**src/rtl/alu_board_ctrl.sv**
```systemverilog
// Board front end for the ALU lab: debounced one-shot button loads of A, B and
// opcode from the shared switch bank, a combinational ALU and a registered result.
module alu_board_ctrl #(
  parameter int LEN_DATO        = 8,
  parameter int LEN_OP          = 6,
  parameter int DEBOUNCE_CYCLES = 16,
  parameter int LEN_CNT         = 16
) (
  input  logic                       i_clock,
  input  logic                       i_reset,
  input  logic signed [LEN_DATO-1:0] i_switch,
  input  logic        [2:0]          i_buttons,
  output logic signed [LEN_DATO-1:0] o_led,
  output logic                       o_zero,
  output logic                       o_carry,
  output logic                       o_overflow,
  output logic                       o_invalid,
  output logic        [2:0]          o_loaded
);

  localparam int MSB = LEN_DATO - 1;

  localparam logic [LEN_OP-1:0] OP_ADD = LEN_OP'(6'b100000);
  localparam logic [LEN_OP-1:0] OP_SUB = LEN_OP'(6'b100010);
  localparam logic [LEN_OP-1:0] OP_AND = LEN_OP'(6'b100100);
  localparam logic [LEN_OP-1:0] OP_OR  = LEN_OP'(6'b100101);
  localparam logic [LEN_OP-1:0] OP_XOR = LEN_OP'(6'b100110);
  localparam logic [LEN_OP-1:0] OP_NOR = LEN_OP'(6'b100111);
  localparam logic [LEN_OP-1:0] OP_SRA = LEN_OP'(6'b000011);
  localparam logic [LEN_OP-1:0] OP_SRL = LEN_OP'(6'b000010);

  localparam logic [LEN_CNT-1:0]  CNT_LAST  = LEN_CNT'(DEBOUNCE_CYCLES - 1);
  localparam logic [LEN_DATO-1:0] SHIFT_LIM = LEN_DATO'(LEN_DATO);

  // Button conditioning state, indexed like i_buttons
  logic [2:0]              sync1_q, sync1_d;
  logic [2:0]              sync2_q, sync2_d;
  logic [2:0]              deb_q, deb_d;
  logic [2:0]              deb_prev_q, deb_prev_d;
  logic [2:0][LEN_CNT-1:0] cnt_q, cnt_d;
  logic [2:0]              pulse;

  // Operand / result state
  logic [LEN_DATO-1:0] a_q, a_d;
  logic [LEN_DATO-1:0] b_q, b_d;
  logic [LEN_OP-1:0]   op_q, op_d;
  logic [2:0]          loaded_q, loaded_d;
  logic [LEN_DATO-1:0] led_q, led_d;
  logic                zero_q, zero_d;
  logic                carry_q, carry_d;
  logic                ovf_q, ovf_d;
  logic                inv_q, inv_d;

  logic [LEN_DATO:0]   sum, diff;

  // NOTE: every signal written in always_comb gets a default first, so no path leaves it unassigned and no latch is inferred.
  always_comb begin
    sync1_d    = i_buttons;
    sync2_d    = sync1_q;
    deb_d      = deb_q;
    deb_prev_d = deb_q;
    cnt_d      = '0;
    for (int i = 0; i < 3; i++) begin
      if (sync2_q[i] != deb_q[i]) begin
        if (cnt_q[i] == CNT_LAST) begin
          deb_d[i] = sync2_q[i];
        end else begin
          cnt_d[i] = cnt_q[i] + LEN_CNT'(1);
        end
      end
    end
    pulse = deb_q & ~deb_prev_q;
  end

  // Only the highest-priority pulse (A > B > opcode) is honoured
  always_comb begin
    a_d      = a_q;
    b_d      = b_q;
    op_d     = op_q;
    loaded_d = loaded_q;
    if (pulse[2]) begin
      a_d         = i_switch;
      loaded_d[2] = 1'b1;
    end else if (pulse[1]) begin
      b_d         = i_switch;
      loaded_d[1] = 1'b1;
    end else if (pulse[0]) begin
      op_d        = i_switch[LEN_OP-1:0];
      loaded_d[0] = 1'b1;
    end
  end

  always_comb begin
    sum     = {1'b0, a_q} + {1'b0, b_q};
    diff    = {1'b0, a_q} - {1'b0, b_q};
    led_d   = '0;
    carry_d = 1'b0;
    ovf_d   = 1'b0;
    inv_d   = 1'b0;
    case (op_q)
      OP_ADD: begin
        led_d   = sum[MSB:0];
        carry_d = sum[LEN_DATO];
        ovf_d   = (a_q[MSB] == b_q[MSB]) && (led_d[MSB] != a_q[MSB]);
      end
      OP_SUB: begin
        led_d   = diff[MSB:0];
        carry_d = diff[LEN_DATO];
        ovf_d   = (a_q[MSB] != b_q[MSB]) && (led_d[MSB] != a_q[MSB]);
      end
      OP_AND: led_d = a_q & b_q;
      OP_OR:  led_d = a_q | b_q;
      OP_XOR: led_d = a_q ^ b_q;
      OP_NOR: led_d = ~(a_q | b_q);
      OP_SRA: begin
        // Kept out of a ?: so the unsigned fill term cannot turn this into a logical shift
        if (b_q >= SHIFT_LIM) led_d = {LEN_DATO{a_q[MSB]}};
        else                  led_d = $signed(a_q) >>> b_q;
      end
      OP_SRL: begin
        if (b_q >= SHIFT_LIM) led_d = '0;
        else                  led_d = a_q >> b_q;
      end
      default: inv_d = 1'b1;
    endcase
    zero_d = (led_d == '0);
  end

  // NOTE: sequential state uses non-blocking assignments so every flop samples pre-edge values.
  always_ff @(posedge i_clock) begin
    if (i_reset) begin
      sync1_q    <= '0;
      sync2_q    <= '0;
      deb_q      <= '0;
      deb_prev_q <= '0;
      cnt_q      <= '0;
      a_q        <= '0;
      b_q        <= '0;
      op_q       <= '0;
      loaded_q   <= '0;
      led_q      <= '0;
      zero_q     <= 1'b0;
      carry_q    <= 1'b0;
      ovf_q      <= 1'b0;
      inv_q      <= 1'b0;
    end else begin
      sync1_q    <= sync1_d;
      sync2_q    <= sync2_d;
      deb_q      <= deb_d;
      deb_prev_q <= deb_prev_d;
      cnt_q      <= cnt_d;
      a_q        <= a_d;
      b_q        <= b_d;
      op_q       <= op_d;
      loaded_q   <= loaded_d;
      led_q      <= led_d;
      zero_q     <= zero_d;
      carry_q    <= carry_d;
      ovf_q      <= ovf_d;
      inv_q      <= inv_d;
    end
  end

  assign o_led      = led_q;
  assign o_zero     = zero_q;
  assign o_carry    = carry_q;
  assign o_overflow = ovf_q;
  assign o_invalid  = inv_q;
  assign o_loaded   = loaded_q;

endmodule
```
**config.mk**
```make
export PLATFORM = sky130hd
export DESIGN_NAME = alu_board_ctrl
export DESIGN_NICKNAME = d
export VERILOG_FILES = /design/src/rtl/alu_board_ctrl.sv
export SDC_FILE = /design/constraint.sdc
export NUM_CORES = 1
export LEC_CHECK = 0
export CAP_MARGIN = 30
export CELL_PAD_IN_SITES_DETAIL_PLACEMENT = 1
export CELL_PAD_IN_SITES_GLOBAL_PLACEMENT = 1
export CORE_MARGIN = 2
export CORE_UTILIZATION = 45
export CTS_BUF_LIST = sky130_fd_sc_hd__clkbuf_8
export DETAILED_ROUTE_END_ITERATION = 10
export PLACE_DENSITY_LB_ADDON = 0.25
export SYNTH_ARGS = -nofsm -noshare
export SYNTH_HDL_FRONTEND = slang
export SYNTH_SLANG_ARGS = --single-unit
```
**constraint.sdc**
```tcl
create_clock -name i_clock -period 4.2 [get_ports i_clock]
set_clock_uncertainty 0.15 [all_clocks]
set_input_delay 0.84 -clock i_clock [delete_from_list [all_inputs] [get_ports i_clock]]
set_output_delay 0.84 -clock i_clock [all_outputs]
set_load 0.03 [all_outputs]
```
==> flow_summary.ini <==
[outcome]
status = finished, final reports clean

[sta]
fmax_mhz = 315.0
rsz0062_at_grt = false
setup_slack_ps = 1026
hold_violations = 0
worst_slew_pin_slew_ps = 817.6
setup-tns-final_ps = 0
fin_crit_ps = 3174
finalSetupViolCount = 0
relSlewSlack_pct = 45.38
finalCritPeriodShare_pct = 75.58
report.final.slew_viol_count = 0
holdWs_ps = 310.3

[power_and_ir_drop]
power.density_nw_per_um2 = 275.4
p_sw_mw = 0.4192
pwr-share-comb_pct = 2.3
total_power_mw = 1.600
intPower_mw = 1.181
p_clk_share_pct = 39.7
peakVddDrop_uv = 225.6
swShare_pct = 26.20
p_leak_nw = 2.087
seqPwrFrac_pct = 57.9

[drt]
vias = 4477
wl_per_cell_um = 17.44
vias_per_cell = 5.660
drc = 0
wl_um = 13800
final_antenna_net_count = 0
first_iter_violations = 257
drtPass1Iterations = 4

[placement]
io_buffers = 27
place_area_um2 = 5597
dp_hpwl_um = 10590
place_inst = 774
post-place-ws_ps = 1084
gp_congestion = 0.9359

[setup_path]
r2r-end = o_zero
crit_buf_inv = 1
critPathArrivalTime_ps = 3320
path_class = reg2reg
required_ps = 4350
max_stage_delay_ps = 850
r2r_setup_slack_ps = 1030
cp_slowest_cell = dfxtp_1
critPathLaunch = b_q[1]
cpLargestDelayFamily = flip-flops
r2r-start = b_q[1]
worst_r2r_path_depth = 9
critPathMaxFanout = 20
critPathLaunchType = flop
end_kind = flop
worstSetupEndpoint = o_zero
critical_path_cell_count = 9
crit_chain = inv_1 > ha_1 > o21ba_2 > nor4_1 > o31a_1 > nor2_1 > o32ai_1 > nand2_1 > nor4_2

[job]
maxCapViolCount = 0

[cells_and_area]
layout_common_cells = 97 x dfxtp_1, 88 x nor2_1, 60 x nand2_1, 38 x a21oi_1, 29 x ha_1
drive_gt1_share_pct = 5.864
synthToLayoutAreaGrowth_pct = 10.94
diodes = 0
layoutNonFillerInstCount = 791
nets = 687
area.sequential_um2 = 1942
multi_input_area_um2 = 3072
finalInstanceArea_um2 = 5809
layout_commonest_cell = dfxtp_1
fillers = 1380
utilization_pct = 51.10

[clocking]
cts.sinks = 97
hold_buffers = 0
numCtsBuffers = 9
path_clk_slew_ps = 110
clock-root-buffer = clkbuf_8
clk_latency_ps = 380
cts_max_level = 3
cts-resized-gates = 0
cts_tree = built
clockBufferDepth = 2
post_cts_buffers = 0

[yosys]
synth.cell_area_um2 = 5236
syn_area_per_cell_um2 = 8.365
synth-seq-cells = 97
async_flop_share_pct = 0
synthesis.nets = 670
yosysSeqAreaShare_pct = 37.08
yosys_most_used_dff = dfxtp_1
syn_inst = 626
synth_cell_type_count = 55
ys.warnings.count = 0
synth_edf_count = 0

[floorplanning]
row_count = 39
fp.dieH_um = 111.9
die_area_um2 = 12510
io-pin-count = 28
die_w_um = 111.9
start_util_pct = 46.05
core_area_um2 = 11370

[global_routing]
grt_pass1_vias = 4586
antenna_found_initial = 0
grt_pass1_wl_um = 22770
grt_use_total_pct = 22.53
grt_max_degree = 29
gr-total-overflow = 0

[min_path]
min_path_type = reg2reg
==> flip-flops by register name, summed over array words and instances (netlist names), 3 cells and up <==
signal,cells
sync2_q,3
o_led,8
sync1_q,3
deb_prev_d,3
b_q,8
cnt_q,48
deb_prev_q,3
a_q,8
o_loaded,3
op_q,6
==> cells by family (layout without fill, tap and decap cells) <==
kind of cell	after synthesis	after routing	synth area share, %
AND/OR/NAND/NOR	263	263	24.42
XOR/XNOR	52	52	8.698
multiplexers	26	26	5.257
AO/OA/AOI/OAI	103	103	12.59
adder cells (fa/ha/maj)	31	31	7.694
buffers and inverters	54	76	4.253
flip-flops	97	97	37.08
==> power groups by stage <==
stage / Clock [mW] / Sequential (mW) / Combinational, mW
after floorplan: 0 / 0.949 / 0.0145
after global routing: 0.692 / 0.927 / 0.0403
after CTS: 0.655 / 0.927 / 0.0377
after detailed placement: 0 / 0.948 / 0.0378
after global placement: 0 / 0.947 / 0.0368
final: 0.636 / 0.926 / 0.0375
==> cell type report <==
cell class	count	area share [%]
clock buffer	9	2.132
clock inverter	7	1.400
inverter	27	1.745
multi-input combinational	475	52.88
sequential	97	33.43
tap	143	3.080
timing repair buffer	33	5.341
==> how the worst min path moves through the flow <==
stage,startpoint,to,slack (ps),depth (start not counted)
6_report,sync1_q[0],sync2_q[0],310,1
5_1_grt,sync1_q[0],sync2_q[0],320,1
4_1_cts,sync1_q[0],sync2_q[0],310,1
3_5_place_dp,sync1_q[2],sync2_q[2],290,1
3_3_place_gp,cnt_q[16],cnt_q[16],280,1
2_1_floorplan,sync1_q[0],sync2_q[0],260,1
==> per-layer routing <==
metal,GRT usage [%],part of all wire (%)
met4,8.148,2.2
met5,0,0
met2,37.29,47
met1,28.96,46
met3,4.954,4.6
==> synth_stat cells (19+ instances only) <==
| library cell | instances | area [um^2] |
|---|---|---|
| a21oi_1 | 38 | 190.2 |
| and3_1 | 19 | 118.9 |
| clkbuf_1 | 20 | 75.07 |
| dfxtp_1 | 97 | 1942 |
| ha_1 | 29 | 362.9 |
| inv_1 | 27 | 101.4 |
| mux2i_1 | 23 | 230.2 |
| nand2_1 | 60 | 225.2 |
| nand3_1 | 22 | 110.1 |
| nor2_1 | 88 | 330.3 |
| o21ai_0 | 19 | 95.09 |
| xnor2_1 | 28 | 245.2 |
| xor2_1 | 24 | 210.2 |
No activity file was read; power rests on OpenSTA's default activity.
